### config.mk
export PLATFORM = sky130hd
export DESIGN_NAME = dbus_ctrl_flat
export DESIGN_NICKNAME = d
export VERILOG_FILES = /design/src/rtl/dbus_ctrl_if.sv /design/src/rtl/dbus_ctrl.sv /design/src/flat_wrapper.sv
export SDC_FILE = /design/constraint.sdc
export NUM_CORES = 1
export LEC_CHECK = 0
export BUFFER_PORTS_ARGS = -buffer_cell sky130_fd_sc_hd__buf_2
export CORE_MARGIN = 5
export CORE_UTILIZATION = 35
export DETAILED_ROUTE_END_ITERATION = 6
export PLACE_DENSITY = 0.65
export SETUP_SLACK_MARGIN = 0.1
export SLEW_MARGIN = 40
export SYNTH_ARGS = -nofsm -noshare
export SYNTH_HDL_FRONTEND = slang
export SYNTH_SLANG_ARGS = --single-unit
### constraint.sdc
create_clock -name clk -period 1.9 [get_ports clk]
set_input_delay 0.38 -clock clk [delete_from_list [all_inputs] [get_ports clk]]
set_output_delay 0.38 -clock clk [all_outputs]
set_load 0.05 [all_outputs]
### src/rtl/dbus_ctrl_if.sv
// dbus_ctrl_if -- Wishbone-style data-bus signal bundle.
//   cyc/stb/we   : bus cycle, strobe, write enable (master -> slave)
//   adr/sel      : byte address, byte-lane selects, sel[3] = bits 31:24
//   dat_w        : write data (master -> slave)
//   dat_r, ack   : read data and acknowledge (slave -> master)
interface dbus_ctrl_if;
  logic        cyc;
  logic        stb;
  logic        we;
  logic [31:0] adr;
  logic [3:0]  sel;
  logic [31:0] dat_w;
  logic [31:0] dat_r;
  logic        ack;

  modport master (output cyc, stb, we, adr, sel, dat_w, input dat_r, ack);
  modport slave  (input cyc, stb, we, adr, sel, dat_w, output dat_r, ack);
endinterface

### src/rtl/dbus_ctrl.sv
// dbus_ctrl -- data-bus controller between the mem stage and a Wishbone-style bus.
// Registers each mem-stage access onto the bus, stalls the pipeline until ack,
// returns load data, and parks a completed load in rd_buf while the pipeline
// is frozen elsewhere so the access is never reissued.
//
// Ports:
//   clk, rst      : clock, asynchronous active-low reset
//   cpu_ce_i/we_i/addr_i/sel_i/data_i : access request from the mem stage
//   cpu_data_o    : load data to the mem stage
//   stall_i       : mem stage held by pipeline control
//   flush_i       : pipeline flush
//   stallreq_o    : hold-the-pipeline request
//   err_o         : one-cycle bus timeout pulse
//   wb            : bus master side (dbus_ctrl_if.master)
//
// Build option: define DBUS_TIMEOUT_EN to abort accesses after TIMEOUT_CYCLES
// BUSY cycles without ack (completes as a load of 0 and pulses err_o).
module dbus_ctrl #(
  parameter int unsigned TIMEOUT_CYCLES = 16
) (
  input  logic        clk,
  input  logic        rst,
  input  logic        cpu_ce_i,
  input  logic        cpu_we_i,
  input  logic [31:0] cpu_addr_i,
  input  logic [3:0]  cpu_sel_i,
  input  logic [31:0] cpu_data_i,
  output logic [31:0] cpu_data_o,
  input  logic        stall_i,
  input  logic        flush_i,
  output logic        stallreq_o,
  output logic        err_o,
  dbus_ctrl_if.master wb
);

  if (TIMEOUT_CYCLES < 1 || TIMEOUT_CYCLES > 255) begin : g_bad_cfg
    $error("dbus_ctrl: TIMEOUT_CYCLES must be 1..255");
  end

  typedef enum logic [1:0] {IDLE, BUSY, HOLD} state_t;

  typedef struct packed {
    logic        we;
    logic [31:0] adr;
    logic [3:0]  sel;
    logic [31:0] dat;
  } req_t;

  state_t      state, state_nx;
  req_t        req_q;
  logic        cyc_q;
  logic [31:0] rd_buf;
  logic        accept, ack_ok, tmo;

  assign accept = (state == IDLE) & cpu_ce_i & ~flush_i;
  // flush wins over ack: a flushed access completes nothing
  assign ack_ok = (state == BUSY) & ~flush_i & wb.ack;

`ifdef DBUS_TIMEOUT_EN
  localparam logic [7:0] CNT_LAST = 8'(TIMEOUT_CYCLES - 1);
  logic [7:0] cnt;

  assign tmo = (state == BUSY) & ~flush_i & ~wb.ack & (cnt == CNT_LAST);

  // counts un-acked BUSY cycles; zero whenever the access ends or is idle
  always_ff @(posedge clk or negedge rst) begin
    if (!rst)                                            cnt <= '0;
    else if ((state == BUSY) & ~flush_i & ~wb.ack & ~tmo) cnt <= cnt + 8'd1;
    else                                                  cnt <= '0;
  end
`else
  assign tmo = 1'b0;
`endif

  assign err_o = tmo;

  always_ff @(posedge clk or negedge rst) begin
    if (!rst) state <= IDLE;
    else      state <= state_nx;
  end

  always_comb begin
    state_nx   = state;
    stallreq_o = 1'b0;
    cpu_data_o = 32'h0;
    case (state)
      IDLE: begin
        stallreq_o = cpu_ce_i & ~flush_i;
        if (accept) state_nx = BUSY;
      end
      BUSY: begin
        stallreq_o = ~wb.ack & ~tmo;
        if (wb.ack) cpu_data_o = wb.dat_r;
        if (flush_i)            state_nx = IDLE;
        else if (wb.ack | tmo)  state_nx = stall_i ? HOLD : IDLE;
      end
      HOLD: begin
        // pending cpu_ce_i is the already-completed access; do not reissue
        cpu_data_o = rd_buf;
        if (~stall_i | flush_i) state_nx = IDLE;
      end
      default: state_nx = IDLE;
    endcase
  end

  // bus registers: adr/sel/dat persist after the access, only cyc/stb/we drop
  always_ff @(posedge clk or negedge rst) begin
    if (!rst) begin
      cyc_q  <= 1'b0;
      req_q  <= '0;
      rd_buf <= '0;
    end else if (accept) begin
      cyc_q  <= 1'b1;
      req_q  <= '{we: cpu_we_i, adr: cpu_addr_i, sel: cpu_sel_i, dat: cpu_data_i};
    end else if ((state == BUSY) & (flush_i | wb.ack | tmo)) begin
      cyc_q    <= 1'b0;
      req_q.we <= 1'b0;
      if (ack_ok & ~req_q.we) rd_buf <= wb.dat_r;
      else if (tmo)           rd_buf <= 32'h0;
    end
  end

  assign wb.cyc   = cyc_q;
  assign wb.stb   = cyc_q;
  assign wb.we    = req_q.we;
  assign wb.adr   = req_q.adr;
  assign wb.sel   = req_q.sel;
  assign wb.dat_w = req_q.dat;

endmodule

### src/flat_wrapper.sv
// flat-port wrapper written by rule: the top's interface ports become plain ports
module dbus_ctrl_flat 
#(
  parameter int unsigned TIMEOUT_CYCLES = 16
)
  (clk, rst, cpu_ce_i, cpu_we_i, cpu_addr_i, cpu_sel_i, cpu_data_i, cpu_data_o, stall_i, flush_i, stallreq_o, err_o, wb_cyc, wb_stb, wb_we, wb_adr, wb_sel, wb_dat_w, wb_dat_r, wb_ack);
  dbus_ctrl_if wb_i ();
  input  logic clk;
  input  logic rst;
  input  logic cpu_ce_i;
  input  logic cpu_we_i;
  input  logic [31:0] cpu_addr_i;
  input  logic [3:0] cpu_sel_i;
  input  logic [31:0] cpu_data_i;
  output logic [31:0] cpu_data_o;
  input  logic stall_i;
  input  logic flush_i;
  output logic stallreq_o;
  output logic err_o;
  output wire logic [$bits(wb_i.cyc)-1:0] wb_cyc;
  output wire logic [$bits(wb_i.stb)-1:0] wb_stb;
  output wire logic [$bits(wb_i.we)-1:0] wb_we;
  output wire logic [$bits(wb_i.adr)-1:0] wb_adr;
  output wire logic [$bits(wb_i.sel)-1:0] wb_sel;
  output wire logic [$bits(wb_i.dat_w)-1:0] wb_dat_w;
  input wire logic [$bits(wb_i.dat_r)-1:0] wb_dat_r;
  input wire logic [$bits(wb_i.ack)-1:0] wb_ack;
  assign wb_cyc = wb_i.cyc;
  assign wb_stb = wb_i.stb;
  assign wb_we = wb_i.we;
  assign wb_adr = wb_i.adr;
  assign wb_sel = wb_i.sel;
  assign wb_dat_w = wb_i.dat_w;
  assign wb_i.dat_r = wb_dat_r;
  assign wb_i.ack = wb_ack;
  dbus_ctrl #(.TIMEOUT_CYCLES(TIMEOUT_CYCLES)) u_core (.clk(clk), .rst(rst), .cpu_ce_i(cpu_ce_i), .cpu_we_i(cpu_we_i), .cpu_addr_i(cpu_addr_i), .cpu_sel_i(cpu_sel_i), .cpu_data_i(cpu_data_i), .cpu_data_o(cpu_data_o), .stall_i(stall_i), .flush_i(flush_i), .stallreq_o(stallreq_o), .err_o(err_o), .wb(wb_i));
endmodule
==> summary.txt, run 1 <==
Critical path
  • R2R cell count: 7
  • Crit Path Category: register to output pin
  • Critical Path Sink Type: output pin
  • Reg2reg start: u_core.state[0]
  • R2R setup slack: 0.17 ns
  • Startpoint types: register
  • Slowest CP cell: dfrtp_1
  • Crit. Startpoint: u_core.state[0]
  • CP Cell Sequence: inv_2, ha_4, clkbuf_16, nor2b_4, buf_6
  • Worst setup endpoint: cpu_data_o[17]
  • WP data arrival: 1.71 ns
  • Crit-path max cell delay: 0.42 ns
  • Worst R2R End: u_core.rd_buf[19]
  • Crit-path max FO: 8
  • Worst EP required: 1.52 ns

STA
  • Max Freq: 478 MHz
  • Fin Clk Skew: 0.00614 ns
  • RSZ-0062 raised after global routing: yes
  • Max-slew violation total from the final report: 0
  • Period Utilization, post-route: 110%
  • Final WS setup: -0.190 ns
  • Fin Setup TNS: -5.52 ns
  • Final setup fails: 32
  • Post-layout min period: 2.09 ns
  • Worst hold margin: 0.271 ns
  • Final hold violations: 0

Yosys
  • Syn_nets: 437
  • Synth Cell Area: 4650 um^2
  • Post-synthesis mux area share: 26.7%
  • Distinct cell type count after synthesis: 23
  • Sequential area share after synthesis: 56.0%
  • Yosys warnings: 0
  • Main combinational cell family by area after synthesis: multiplexers
  • Post-synth EDFFs: 0
  • Adder-Cell Fraction of Synth Area: 1.08%
  • Leading area contributor after synthesis: dfrtp_1
  • Top cell type's share of synthesized area: 56.0%
  • Dominant register cell in the synthesized netlist: dfrtp_1
  • Synth Area in Compound Gates: 6.54%
  • Synth Area in XOR/XNOR: 0%
  • Avg Cell Area, Syn: 14.3 um^2
  • FFs w/ async S/R, synth: 100%
  • Simple-Gate Fraction of Synth Area: 6.17%
  • Count leader, synth: dfrtp_1
  • Syn Inst Count: 326
  • Post-synth top cells: 104 x dfrtp_1, 70 x mux2_2, 35 x nor2b_1
  • #FFs+latches synth: 104
  • Synth area leaders: dfrtp_1 56%, mux2_2 17%, mux2_4 9.7%, a22oi_1 5.2%, nor2b_1 4.7%

Floorplan
  • Total core area: 13100 um^2
  • Ports: 212
  • Die height: 125 um
  • Initial core utilization: 35.4%
  • Rows: 42
  • Chip Width: 125 um
  • DIE AREA: 15700 um^2

Route
  • Final wirelength: 12.4 mm
  • First-pass detailed-route iteration total: 4
  • DR vias: 3425
  • Antenna viol nets, final: 0
  • DRT iter0 DRCs: 127
  • Wire per inst: 16.9 um
  • DRC Markers: 0
  • Via density: 4.69

Global route
  • GRT Total Usage: 15.4%
  • GR Overflow Total: 0
  • First-pass GRT wire length: 19.5 mm
  • Largest net degree at the start of global routing: 54
  • Number of global-route vias before repair: 3677
  • Antenna violations before repair: 0

Run status
  • Failing checks: negative setup slack
  • Run status: finished with violations

Clock network
  • Clk sink count: 104
  • Inserted Clock Buffers: 9
  • Clock transition at path regs: 0.07 ns
  • Clock Tree Root: clkbuf_16
  • Clock Path Buffers: 2
  • CTS tree: yes
  • CTS H-tree depth: 3
  • Worst skew pair latency: 0.34 ns

Power
  • Static Leak: 3.42 nW
  • Worst vdd ir: 0.654 mV
  • Clock network power share: 12.4%
  • Logic pwr share: 59.1%
  • Sw power: 0.00646 W
  • Sequential power share: 28.4%
  • P_int: 0.00747 W
  • Switching Fraction: 46.4%
  • PD cells: 1940 nW/um^2

Placement
  • GPL Wtd Cong: 0.823
  • Port Buffer Count: 210
  • Detailed placement HPWL: 8.78 mm

Job
  • Max_cap viols: 0

Cells and area
  • Nets: 661
  • Layout area overhead: 54.4%
  • Fill cells: 1110
  • Register Area: 2600 um^2
  • Area of the multi-input gates: 2340 um^2
  • Layout cells sized above 1: 76.4%
  • # diodes: 0

Min path
  • HP Class: primary input to register
==> through the flow <==
step	power (W)	instances	cell area (um^2)	worst slack, ns	utilization [%]
finish	0.0139	731	7170	-0.190	54.6
global route	0.0146	731	7170	-0.268	54.6
CTS	0.0139	728	7080	-0.222	53.9
detailed placement	0.0114	704	6250	-0.0631	47.6
global placement	0.0112	704	6250	-0.00277	47.6
floorplan	0.00958	326	4890	0.0425	-
==> worst min-delay path by stage <==
stage                           to           start  cells after the start  slack, ns
3_3_place_gp    u_core.wb.dat_w[5]             rst                      1       0.26
5_1_grt           u_core.wb.sel[3]    cpu_sel_i[3]                      2       0.27
2_1_floorplan     u_core.rd_buf[0]             rst                      0       0.08
3_5_place_dp     u_core.wb.adr[26]             rst                      1       0.26
6_report          u_core.wb.adr[8]   cpu_addr_i[8]                      2       0.27
4_1_cts        u_core.wb.dat_w[11]  cpu_data_i[11]                      2       0.26
==> state kept, by name, summed over array words and instances (netlist names) <==
register,cells
u_core.wb.we,1
u_core.wb.cyc,1
u_core.wb.dat_w,32
u_core.rd_buf,32
u_core.state,2
u_core.wb.sel,4
u_core.wb.adr,32
==> kinds of logic (layout without fill, tap and decap cells) <==
| kind of cell | count (synthesis) | count (layout) |
|---|---|---|
| multiplexers | 100 | 100 |
| flip-flops | 104 | 104 |
| adder cells (fa/ha/maj) | 4 | 4 |
| other | 1 | 1 |
| buffers and inverters | 30 | 259 |
| AO/OA/AOI/OAI | 42 | 42 |
| AND/OR/NAND/NOR | 45 | 45 |
==> power by group through the flow <==
| stage | Combinational, W | Sequential [W] | Clock (W) |
|---|---|---|---|
| after detailed placement | 0.00745 | 0.00392 | 0 |
| after floorplan | 0.00303 | 0.00655 | 0 |
| after global placement | 0.00733 | 0.00387 | 0 |
| after global routing | 0.00860 | 0.00410 | 0.00186 |
| final | 0.00824 | 0.00396 | 0.00173 |
| after CTS | 0.00813 | 0.00396 | 0.00178 |
==> repair_timing <==
action,CTS,global route
hold buffers,1,0
pin swaps,24,1
endpoints found under the hold margin,13,0
setup buffers,4,2
gates resized for setup,115,11
endpoints found under the setup margin,61,43
cloned,3,1
==> cells in the final DEF, fill, tap and decap left out, types with 2 or more instances in the layout <==
cell type     n
a22oi_2      32
buf_12       10
buf_16        3
buf_2       176
buf_4        12
buf_6        25
buf_8         9
clkbuf_16    10
clkinvlp_4    3
dfrtp_1     104
ha_4          3
inv_1         4
inv_2         2
mux2_2       70
mux2_4       30
nand2_1       2
nand3_1       2
nor2b_1       3
nor2b_4      32
o211ai_1      3
o21ai_0       3
or3_1         2
==> worst max-delay path: cells and delay by family (launching register included) <==
| family | cells | cell delay [ns] |
|---|---|---|
| DFF | 1 | 0.42 |
| adders and majority gates | 1 | 0.35 |
| buffers and inverters | 3 | 0.45 |
| and+or+nand+nor | 1 | 0.15 |
==> final cells by class <==
| class | instances | area share (%) |
|---|---|---|
| clock buffers | 11 | 3.38 |
| clock inverters | 5 | 0.558 |
| inverters | 6 | 0.314 |
| multi-input cells | 192 | 32.6 |
| flip-flops and latches | 104 | 36.3 |
| well taps | 176 | 3.07 |
| repair buffers | 237 | 23.8 |
==> layer usage <==
layer	routed length, um	part of all wire, %	up-vias	global-route usage (%)
met5	0	0	-	0
met4	157	1.3	0	4.91
met3	805	6.5	11	3.80
met2	6300	51	132	26.7
met1	5110	41	1680	18.8
li1	-	-	1602	-
Power figures use the tool's default switching activity.
==> run 2, diff against run 1 <==
--- a/config.mk
+++ b/config.mk
@@ -9,7 +9,7 @@
 export CORE_MARGIN = 5
 export CORE_UTILIZATION = 35
 export DETAILED_ROUTE_END_ITERATION = 6
-export PLACE_DENSITY = 0.65
+export PLACE_DENSITY = 0.59
 export SETUP_SLACK_MARGIN = 0.1
 export SLEW_MARGIN = 40
 export SYNTH_ARGS = -nofsm -noshare
==> run 2 against run 1 <==
Against the previous run:
- the run still ends with negative setup slack left
- sequential cell count unchanged
- maximum frequency fell by 2.3%
- final area is 1.6% higher
- core utilization rose by 0.89 points
- die area is the same
- first-iteration DRC count up 7.9%
- sequential share of layout area down 0.56 points
- critical path type unchanged
- largest cell class unchanged
==> summary.txt, run 2 (synthesis gave the netlist of run 1 again) <==
Power
  • Clock network power share: 14.1% (+1.7 points)
  • Worst vdd ir: 0.773 mV (+18%)
  • P_int: 0.00776 W (+3.8%)
  • Total power: 0.0142 W (+2.2%)
  • Logic pwr share: 58.1% (-1.0 points)
  • Static Leak: 3.48 nW (+1.7%)
  • Sequential power share: 27.8% (-0.6 points)
  • Switching Fraction: 45.5% (-0.88 points)
  • Sw power: 0.00647 W (+0.22%)
  • PD cells: 1950 nW/um^2 (+0.53%)

Floorplan
  • Chip Width: 125 um (unchanged)
  • Ports: 212 (unchanged)
  • Rows: 42 (unchanged)
  • Die height: 125 um (unchanged)
  • DIE AREA: 15700 um^2 (unchanged)
  • Total core area: 13100 um^2 (unchanged)
  • Initial core utilization: 35.4% (unchanged)

Clock network
  • Inserted Clock Buffers: 9 (unchanged)
  • Clock Path Buffers: 2 (unchanged)
  • Clock transition at path regs: 0.07 ns (about the same)
  • CTS tree: yes
  • CTS hold repair buffers: 0 (-1)
  • CTS H-tree depth: 3 (unchanged)
  • Worst skew pair latency: 0.34 ns (about the same)
  • Clk sink count: 104 (unchanged)
  • Clock Tree Root: clkbuf_16

STA
  • Final WS setup: -0.238 ns (-0.0483 ns)
  • Period Utilization, post-route: 113% (+2.5 points)
  • RSZ-0062 raised after global routing: yes
  • Max-slew violation total from the final report: 0 (unchanged)
  • Fin Clk Skew: 0.00844 ns (+0.00229 ns)
  • Final setup fails: 54 (+69%)
  • Post-layout min period: 2.14 ns (+0.0483 ns)
  • Final hold violations: 0 (unchanged)
  • Fin Setup TNS: -7.63 ns (-2.10 ns)
  • Max Freq: 468 MHz (-2.3%)

Critical path
  • Critical Path Sink Type: output pin
  • Crit-path max FO: 5 (-3)
  • R2R setup slack: -0.04 ns (-0.21 ns)
  • Reg2reg start: u_core.state[1]
  • WP data arrival: 1.76 ns (+0.05 ns)
  • R2R cell count: 8 (+1)
  • Worst R2R End: u_core.rd_buf[8]
  • Crit Path Category: register to output pin
  • Startpoint types: register
  • Worst EP required: 1.52 ns (about the same)

Placement
  • Detailed placement HPWL: 8.26 mm (-6.0%)
  • Port Buffer Count: 210 (unchanged)
  • Cell count after placement: 699 (-0.71%)
  • GPL Wtd Cong: 0.720 (-12%)

Run status
  • Failing checks: negative setup slack
  • Run status: finished with violations

Global route
  • GRT Total Usage: 15.9% (+0.51 points)
  • Largest net degree at the start of global routing: 66 (+22%)
  • Number of global-route vias before repair: 3759 (+2.2%)
  • First-pass GRT wire length: 19.9 mm (+2.2%)
  • Antenna violations before repair: 0 (unchanged)
  • GR Overflow Total: 0 (unchanged)

Cells and area
  • # diodes: 0 (unchanged)
  • Fill cells: 1091 (-1.7%)
  • Most frequent cells in the layout: 176 x buf_2, 103 x dfrtp_1, 68 x mux2_2
  • Register Area: 2600 um^2 (about the same)
  • Post-route insts no fill: 730 (-0.14%)
  • Nets: 660 (-0.15%)
  • Layout area overhead: 56.9%
  • Area of the multi-input gates: 2320 um^2 (-0.59%)
  • Commonest non-fill, non-tap cell in the layout: buf_2
  • Layout cells sized above 1: 76.7% (+0.32 points)

Route
  • Final wirelength: 12.7 mm (+3.0%)
  • DR vias: 3424 (-0.029%)
  • First-pass detailed-route iteration total: 6 (+2)
  • DRT iter0 DRCs: 137 (+7.9%)
  • Antenna viol nets, final: 0 (unchanged)
  • DRC Markers: 0 (unchanged)
  • Via density: 4.69 (+0.11%)
  • Wire per inst: 17.5 um (+3.1%)

Job
  • Max_cap viols: 0 (unchanged)

Min path
  • HP Class: primary input to async pin
run 2: changes by cell type in the layout (fill, tap and decap cells not counted), moves of 3 or more:
cell / change
buf_8: +6
buf_6: -3
buf_16: +4
buf_4: -5
buf_12: -3
run 2: routing by layer:
| metal | vias up | part of all wire (%) | global-route usage, % |
|---|---|---|---|
| li1 | 1605 | - | - |
| met5 | - | 0 | 0 |
| met2 | 109 | 54 | 28.7 |
| met1 | 1696 | 39 | 18.5 |
| met4 | 0 | 1.6 | 5.99 |
| met3 | 14 | 5.4 | 3.28 |
run 2: what timing repair did:
item / CTS / global route
hold endpoints to repair: 0 / 0
setup buffers: 6 / 2
setup endpoints to repair: 69 / 119
pin swaps: 17 / 17
resized for setup: 118 / 20
gates cloned: 6 / 3
run 2: stage by stage:
| stage | hold WS, ns | setup WS [ns] | util [%] | area, um^2 |
|---|---|---|---|---|
| after floorplan | 0.0844 | 0.0425 | - | 4890 |
| after global placement | 0.379 | 0.00991 | 47.1 | 6190 |
| after detailed placement | 0.380 | -0.0117 | 47.1 | 6190 |
| after CTS | 0.00284 | -0.251 | 54.5 | 7160 |
| after global routing | 0.0118 | -0.317 | 55.5 | 7290 |
| final | 0.00282 | -0.238 | 55.5 | 7290 |
run 2: area by class of cell:
type	instances	area share, %
clock buffer	11	3.33
clock inverter	5	1.17
inverter	6	0.309
multi-input combinational	192	31.9
sequential	104	35.7
tap	176	3.02
timing repair buffer	236	24.5
run 2: worst max-delay path, stage by stage, from the launching register on:
cell and delay (ns):
dfrtp_1 0.39, inv_2 0.08, ha_4 0.13, and2_4 0.27, clkbuf_16 0.20, a22oi_2 0.07, nor2b_4 0.12, buf_6 0.16
run 2: worst max path at each step:
stage                    start              to  slack (ns)
6_report       u_core.state[1]  cpu_data_o[21]       -0.24
5_1_grt        u_core.state[1]   cpu_data_o[2]       -0.32
4_1_cts        u_core.state[1]  cpu_data_o[13]       -0.25
3_5_place_dp   u_core.state[1]   cpu_data_o[9]       -0.01
3_3_place_gp   u_core.state[1]  cpu_data_o[31]        0.01
2_1_floorplan  u_core.state[1]   cpu_data_o[0]        0.04
run 2: power by group through the flow:
stage          Combinational (W)  Clock, W  Sequential, W
5_1_grt                  0.00864   0.00215        0.00410
4_1_cts                  0.00818   0.00206        0.00394
6_report                 0.00827   0.00200        0.00396
3_3_place_gp             0.00727         0        0.00388
3_5_place_dp             0.00735         0        0.00391
2_1_floorplan            0.00303         0        0.00655
